`config.mk`:
```
export PLATFORM = sky130hd
export DESIGN_NAME = data_mem_ctrl
export DESIGN_NICKNAME = d
export VERILOG_FILES = /design/src/rtl/mem_ctrl_pkg.sv /design/src/rtl/write_buffer.sv /design/src/rtl/data_mem_ctrl.sv
export SDC_FILE = /design/constraint.sdc
export NUM_CORES = 1
export LEC_CHECK = 0
export CORE_MARGIN = 10
export CORE_UTILIZATION = 48
export CTS_BUF_LIST = sky130_fd_sc_hd__clkbuf_8
export DETAILED_ROUTE_END_ITERATION = 8
export PLACE_DENSITY = 0.75
export SYNTH_ARGS = -nofsm -noshare
export SYNTH_HDL_FRONTEND = slang
export SYNTH_HIERARCHICAL = 1
export SYNTH_SLANG_ARGS = --single-unit
```
`constraint.sdc`:
```
create_clock -name clk -period 9.8 [get_ports clk]
set_clock_uncertainty 0.15 [all_clocks]
set_input_delay 2.45 -clock clk [delete_from_list [all_inputs] [get_ports clk]]
set_output_delay 2.45 -clock clk [all_outputs]
set_load 0.05 [all_outputs]
```
`src/rtl/mem_ctrl_pkg.sv`:
```
// Shared types and defaults for the data-memory controller and its write buffer.
package mem_ctrl_pkg;

  localparam int DEFAULT_WB_DEPTH = 2;
  localparam int DEFAULT_TIMEOUT  = 255;

  typedef enum logic [1:0] {
    IDLE    = 2'd0,
    WR_BUS  = 2'd1,
    RD_BUS  = 2'd2,
    RD_DONE = 2'd3
  } state_e;

  typedef struct packed {
    logic [31:0] addr;
    logic [31:0] data;
  } wb_entry_t;

endpackage

```
`src/rtl/write_buffer.sv`:
```
// Circular store buffer: FIFO drain from the head, plus a lookup that
// returns the data of the youngest entry whose address matches.
module write_buffer
  import mem_ctrl_pkg::*;
#(
  parameter int DEPTH = DEFAULT_WB_DEPTH
) (
  input  logic                         clk,
  input  logic                         reset,
  input  logic                         push,
  input  wb_entry_t                    push_entry,
  input  logic                         pop,
  output wb_entry_t                    head,
  input  logic [31:0]                  lookup_addr,
  output logic                         hit,
  output logic [31:0]                  hit_data,
  output logic                         full,
  output logic                         empty,
  output logic [$clog2(DEPTH+1)-1:0]   count
);

  localparam int PTR_W = (DEPTH > 1) ? $clog2(DEPTH) : 1;
  localparam int CNT_W = $clog2(DEPTH + 1);

  wb_entry_t          mem_q [DEPTH];
  wb_entry_t          mem_d [DEPTH];
  logic [PTR_W-1:0]   wr_ptr_q, wr_ptr_d;
  logic [PTR_W-1:0]   rd_ptr_q, rd_ptr_d;
  logic [CNT_W-1:0]   count_q, count_d;
  logic [PTR_W-1:0]   scan_idx;

  function automatic logic [PTR_W-1:0] ptr_inc(input logic [PTR_W-1:0] p);
    if (p == PTR_W'(DEPTH - 1)) return '0;
    return p + PTR_W'(1);
  endfunction

  always_comb begin
    mem_d    = mem_q;
    wr_ptr_d = wr_ptr_q;
    rd_ptr_d = rd_ptr_q;
    if (push) begin
      mem_d[wr_ptr_q] = push_entry;
      wr_ptr_d        = ptr_inc(wr_ptr_q);
    end
    if (pop) begin
      rd_ptr_d = ptr_inc(rd_ptr_q);
    end
    count_d = count_q + CNT_W'(push) - CNT_W'(pop);
  end

  // Walk oldest to youngest so the last match seen is the youngest one.
  always_comb begin
    hit      = 1'b0;
    hit_data = '0;
    scan_idx = rd_ptr_q;
    for (int i = 0; i < DEPTH; i++) begin
      if ((CNT_W'(i) < count_q) && (mem_q[scan_idx].addr == lookup_addr)) begin
        hit      = 1'b1;
        hit_data = mem_q[scan_idx].data;
      end
      scan_idx = ptr_inc(scan_idx);
    end
  end

  always_ff @(posedge clk) begin
    if (reset) begin
      wr_ptr_q <= '0;
      rd_ptr_q <= '0;
      count_q  <= '0;
    end else begin
      wr_ptr_q <= wr_ptr_d;
      rd_ptr_q <= rd_ptr_d;
      count_q  <= count_d;
    end
  end

  always_ff @(posedge clk) begin
    mem_q <= mem_d;
  end

  assign head  = mem_q[rd_ptr_q];
  assign full  = (count_q == CNT_W'(DEPTH));
  assign empty = (count_q == '0);
  assign count = count_q;

endmodule

```
`src/rtl/data_mem_ctrl.sv`:
```
// Data-memory controller: buffers stores, forwards loads from the buffer,
// and serialises write drains and load misses onto a req/ack memory bus.
module data_mem_ctrl
  import mem_ctrl_pkg::*;
#(
  parameter int WB_DEPTH = DEFAULT_WB_DEPTH,
  parameter int TIMEOUT  = DEFAULT_TIMEOUT
) (
  input  logic        clk,
  input  logic        reset,
  input  logic        mem_read,
  input  logic        mem_write,
  input  logic [31:0] addr,
  input  logic [31:0] wdata,
  output logic [31:0] rdata,
  output logic        stall,
  output logic        misalign,
  output logic        bus_err,
  output logic        bus_req,
  output logic        bus_we,
  output logic [31:0] bus_addr,
  output logic [31:0] bus_wdata,
  input  logic [31:0] bus_rdata,
  input  logic        bus_ack
);

  localparam int CNT_W = $clog2(WB_DEPTH + 1);
  localparam int TO_W  = $clog2(TIMEOUT + 1);

  state_e           state_q, state_d;
  logic [TO_W-1:0]  to_cnt_q, to_cnt_d;
  logic [31:0]      bus_addr_q, bus_addr_d;
  logic [31:0]      bus_wdata_q, bus_wdata_d;
  logic [31:0]      rd_buf_q, rd_buf_d;
  logic             bus_err_q, bus_err_d;

  logic             aligned, wr_req, rd_req, rd_miss, timed_out;
  logic             wb_push, wb_pop, wb_hit, wb_full, wb_empty;
  logic [31:0]      wb_hit_data;
  logic [CNT_W-1:0] wb_count;
  wb_entry_t        wb_in, wb_head;

  assign aligned   = (addr[1:0] == 2'b00);
  assign wr_req    = mem_write & aligned;
  assign rd_req    = mem_read & ~mem_write & aligned;
  assign rd_miss   = rd_req & ~wb_hit;
  assign wb_push   = wr_req & (wb_count < CNT_W'(WB_DEPTH));
  assign timed_out = (to_cnt_q == TO_W'(TIMEOUT - 1));
  assign wb_in.addr = addr;
  assign wb_in.data = wdata;

  write_buffer #(.DEPTH(WB_DEPTH)) u_write_buffer (
    .clk         (clk),
    .reset       (reset),
    .push        (wb_push),
    .push_entry  (wb_in),
    .pop         (wb_pop),
    .head        (wb_head),
    .lookup_addr (addr),
    .hit         (wb_hit),
    .hit_data    (wb_hit_data),
    .full        (wb_full),
    .empty       (wb_empty),
    .count       (wb_count)
  );

  // Buffered writes always drain before a read miss may use the bus.
  always_comb begin
    state_d     = state_q;
    to_cnt_d    = to_cnt_q;
    bus_addr_d  = bus_addr_q;
    bus_wdata_d = bus_wdata_q;
    rd_buf_d    = rd_buf_q;
    bus_err_d   = bus_err_q;
    wb_pop      = 1'b0;
    case (state_q)
      IDLE: begin
        to_cnt_d = '0;
        if (!wb_empty) begin
          state_d     = WR_BUS;
          bus_addr_d  = wb_head.addr;
          bus_wdata_d = wb_head.data;
        end else if (rd_miss) begin
          state_d    = RD_BUS;
          bus_addr_d = addr;
        end
      end
      WR_BUS: begin
        if (bus_ack || timed_out) begin
          wb_pop    = 1'b1;
          to_cnt_d  = '0;
          state_d   = IDLE;
          bus_err_d = bus_err_q | ~bus_ack;
        end else begin
          to_cnt_d = to_cnt_q + TO_W'(1);
        end
      end
      RD_BUS: begin
        if (bus_ack || timed_out) begin
          rd_buf_d  = bus_ack ? bus_rdata : 32'h0;
          to_cnt_d  = '0;
          state_d   = RD_DONE;
          bus_err_d = bus_err_q | ~bus_ack;
        end else begin
          to_cnt_d = to_cnt_q + TO_W'(1);
        end
      end
      RD_DONE: state_d = IDLE;
      default: state_d = IDLE;
    endcase
  end

  always_ff @(posedge clk) begin
    if (reset) begin
      state_q     <= IDLE;
      to_cnt_q    <= '0;
      bus_addr_q  <= '0;
      bus_wdata_q <= '0;
      rd_buf_q    <= '0;
      bus_err_q   <= 1'b0;
    end else begin
      state_q     <= state_d;
      to_cnt_q    <= to_cnt_d;
      bus_addr_q  <= bus_addr_d;
      bus_wdata_q <= bus_wdata_d;
      rd_buf_q    <= rd_buf_d;
      bus_err_q   <= bus_err_d;
    end
  end

  // A read miss is released only in RD_DONE, the one cycle holding the bus result.
  always_comb begin
    stall    = 1'b0;
    misalign = 1'b0;
    rdata    = '0;
    if (!reset) begin
      misalign = (mem_read | mem_write) & ~aligned;
      if (wr_req) begin
        stall = wb_full;
      end else if (rd_req) begin
        if (wb_hit) begin
          rdata = wb_hit_data;
        end else if (state_q == RD_DONE) begin
          rdata = rd_buf_q;
        end else begin
          stall = 1'b1;
        end
      end
    end
  end

  assign bus_req   = ~reset & ((state_q == WR_BUS) | (state_q == RD_BUS));
  assign bus_we    = ~reset & (state_q == WR_BUS);
  assign bus_addr  = bus_addr_q;
  assign bus_wdata = bus_wdata_q;
  assign bus_err   = bus_err_q;

endmodule
```
==> results.yml <==
status:
  status: "completed"
drt:
  ant_nets: 0
  wl_per_cell_um: 20.66
  num_vias: 9586
  drc: 0
  wl_um: 34750
  drt_iter0_markers: 814
  vias_per_cell: 5.699
  drtPass1Iterations: 5
timing:
  slew_headroom: 0.2140
  finalHoldViolations: 0
  rsz0062_at_grt: "no"
  post-route-period-util: 0.9068
  finalMaxSlewViolations: 0
  fmax_ghz: 0.1125
  tightestPinTransition_ps: 1179
  timing.setup.tns_ps: 0
  fin_ws_ps: 913.0
  setup_viol: 0
  period_minus_slack_ps: 8887
place:
  dp_slack_ps: 1004
  portBuffers: 201
  dp_hpwl_um: 23590
  gp_congestion: 0.8737
  place_area_um2: 14190
power_and_ir_drop:
  p_per_area_nw_per_um2: 228.2
  switching_power_w: 0.001304
  p_seq_frac: 0.373
  vdd_drop_max_mv: 0.1317
  p_leak_nw: 5.326
  clockPowerShare: 0.258
  internal_power_w: 0.002120
  share_comb_of_total_power: 0.369
  swShare: 0.3809
worst_setup_path:
  worstPathArrival_ps: 6290
  critical_path.max_fanout: 64
  worstSetupPathType: "in2out"
  cp-end-kind: "output port"
  start_kind: "primary input"
  cp.required_ps: 7200
floorplanning:
  num_rows: 57
  die_width_um: 177.7
  core_um2: 24390
  initial_core_util: 0.4894
  die_h_um: 177.7
  dieArea_um2: 31580
  io_pins: 202
layout:
  finalInstanceArea_um2: 15010
  fill_cells: 2071
  final_util: 0.6152
  areaGrowthSynthToFinish_pct: 25.71
  final_layout_size_suffix_gt1_frac: 0.1386
  nNetsFinal: 1432
logic_synthesis:
  synth_edf_count: 128
  synth_cells: 1154
  synth_xor_area_frac: 0.05356
  synthAdderAreaFrac: 0.008386
  yosys_warnings: 6
  muxShareOfSynthArea: 0.1014
  synth-seq-cells: 239
  syn-num-nets: 1263
  yosysSeqAreaShare: 0.5082
  synth_cell_types: 52
  synthFlopType: "edfxtp_1"
  syn_area_um2: 11940
  synth-simple-area-share: 0.1224
  async_flop_share: 0
  synth_top_family_by_area: "compound AO/OA/AOI/OAI gates"
  avgSynthCellArea_um2: 10.34
  synth_compound_area_frac: 0.1579
clock_network:
  htree_levels: 2
  cts_resized: 0
  cts_root_buf: "clkbuf_8"
  clk_latency_ps: 540
  cts_tree: "done"
  cts.path.max_buffers: 3
  numClockSinks: 239
  postCtsHoldBufs: 0
  cts_setup_buffers: 0
  cts.clk_slew.worst_paths_ps: 60
  cts_buffers: 41
global_routing:
  antenna_found_initial: 1
  grt_usage: 0.2111
  grt_max_degree: 88
  grt_pass1_wl_um: 52920
  grt_overflow: 0
  grt_pass1_vias: 9278
flow_run:
  cap_violations: 0
worst_hold_path:
  holdCritPathClass: "reg2reg"
## synth_stat cells, types with 9 or more instances
cell	number	area [um2]
nand3_1	51	255.2
xor2_1	33	289.0
inv_1	26	97.59
xnor2_1	40	350.3
a22oi_1	21	157.7
a211oi_2	10	125.1
nor4_1	13	81.33
buf_6	9	101.4
a22o_1	32	280.3
buf_2	15	75.07
dfxtp_1	111	2222
nand2_1	126	473.0
clkbuf_1	55	206.5
edfxtp_1	128	3844
nor2_1	84	315.3
a21oi_1	131	655.6
mux2i_1	68	680.7
mux2_2	47	529.3
a31oi_1	21	131.4
a211oi_1	23	172.7
o21ai_0	17	85.08
## critical path, cell delays in order
cell and delay [ps]:
clkdlybuf4s50_1 600, xnor2_1 150, nor4_2 460, nand4_2 490, or3_2 1070, a31oi_1 340
a22oi_1 160, a21oi_1 220, nor2_1 90, buf_12 230
## flip-flops by register name, indices dropped and copies added, names as in the netlist
| name | cells |
|---|---|
| state_q | 2 |
| u_write_buffer/count | 2 |
| rd_buf_q | 32 |
| to_cnt_q | 8 |
| bus_err | 1 |
| bus_addr | 32 |
| u_write_buffer/rd_ptr_q | 1 |
| u_write_buffer/mem_q | 128 |
| bus_wdata | 32 |
| u_write_buffer/wr_ptr_q | 1 |
## per-stage QoR
stage               cells  hold slack [ps]  total power, W
finish               1682            304.2        0.003424
global route         1681            326.1        0.003578
CTS                  1680            307.0        0.003442
detailed placement   1604            298.9        0.002559
global placement     1604            293.3        0.002539
floorplan            1154            299.5        0.002178
## power by group through the flow
stage          logic (W)  clock network, W  registers, W
2_1_floorplan   0.000637                 0       0.00154
3_3_place_gp     0.00125                 0       0.00129
3_5_place_dp     0.00126                 0       0.00130
4_1_cts          0.00127          0.000898       0.00128
5_1_grt          0.00134          0.000943       0.00129
6_report         0.00126          0.000882       0.00128
## cell usage in the layout, fill, tap and decap left out, types with 3 or more instances in the layout
master           count
a41oi_1              8
nor4_2               7
mux2i_1             68
a21o_1               3
and3_1               4
nor2b_1              6
o21ai_0             17
buf_12              19
xor2_1              33
mux2_2              47
clkbuf_8            49
ha_1                 8
xnor2_1             40
clkinv_1             9
a22oi_1             21
clkdlybuf4s50_1    167
nand2_1            126
edfxtp_1           128
buf_4               31
clkinv_2             4
nor4_1              13
inv_1               38
o41ai_1              7
a31oi_1             21
a211oi_2            10
nor3_1               5
a2bb2oi_1            3
a21oi_1            131
dfxtp_1            110
a22o_1              32
a211oi_1            23
nand3_1             51
nor2_1              83
a32oi_1              3
## routing by layer
layer / vias to the layer above / GRT usage / part of all wire
met5: - / 0 / 0
met1: 4542 / 0.2957 / 0.45
met2: 445 / 0.3162 / 0.44
met3: 48 / 0.05674 / 0.097
met4: 0 / 0.05419 / 0.018
li1: 4551 / - / -
## layout make-up
type                    count  area, um2  area share
diodes                      2      5.005   0.0003335
clock buffers              49      674.4     0.04494
clock inverters            27      136.4    0.009089
inverters                  26      97.59    0.006504
multi-input cells         797       5328      0.3550
flip-flops and latches    239       6070      0.4045
well taps                 324      405.4     0.02702
repair buffers            218       2290      0.1526
## worst paths after layout
check	start	endpoint	slack, ps	depth (start not counted)
worst max register to register	u_write_buffer/rd_ptr_q$_SDFFE_PP0P_	bus_addr[27]$_SDFFE_PP0P_	4620	11
worst min-delay path	bus_wdata[4]$_SDFFE_PP0P_	bus_wdata[4]$_SDFFE_PP0P_	300	2
worst max-delay path	addr[19]	rdata[4]	910	10
worst min register to register	bus_wdata[4]$_SDFFE_PP0P_	bus_wdata[4]$_SDFFE_PP0P_	300	2
## logic make-up after synthesis
| kind of cell | Yosys count |
|---|---|
| simple gates | 315 |
| compound gates | 286 |
| flops | 239 |
| buf+inv | 118 |
| mux | 115 |
| xor+xnor | 73 |
| fa+ha+maj | 8 |
(Power assumes the default switching activity.)
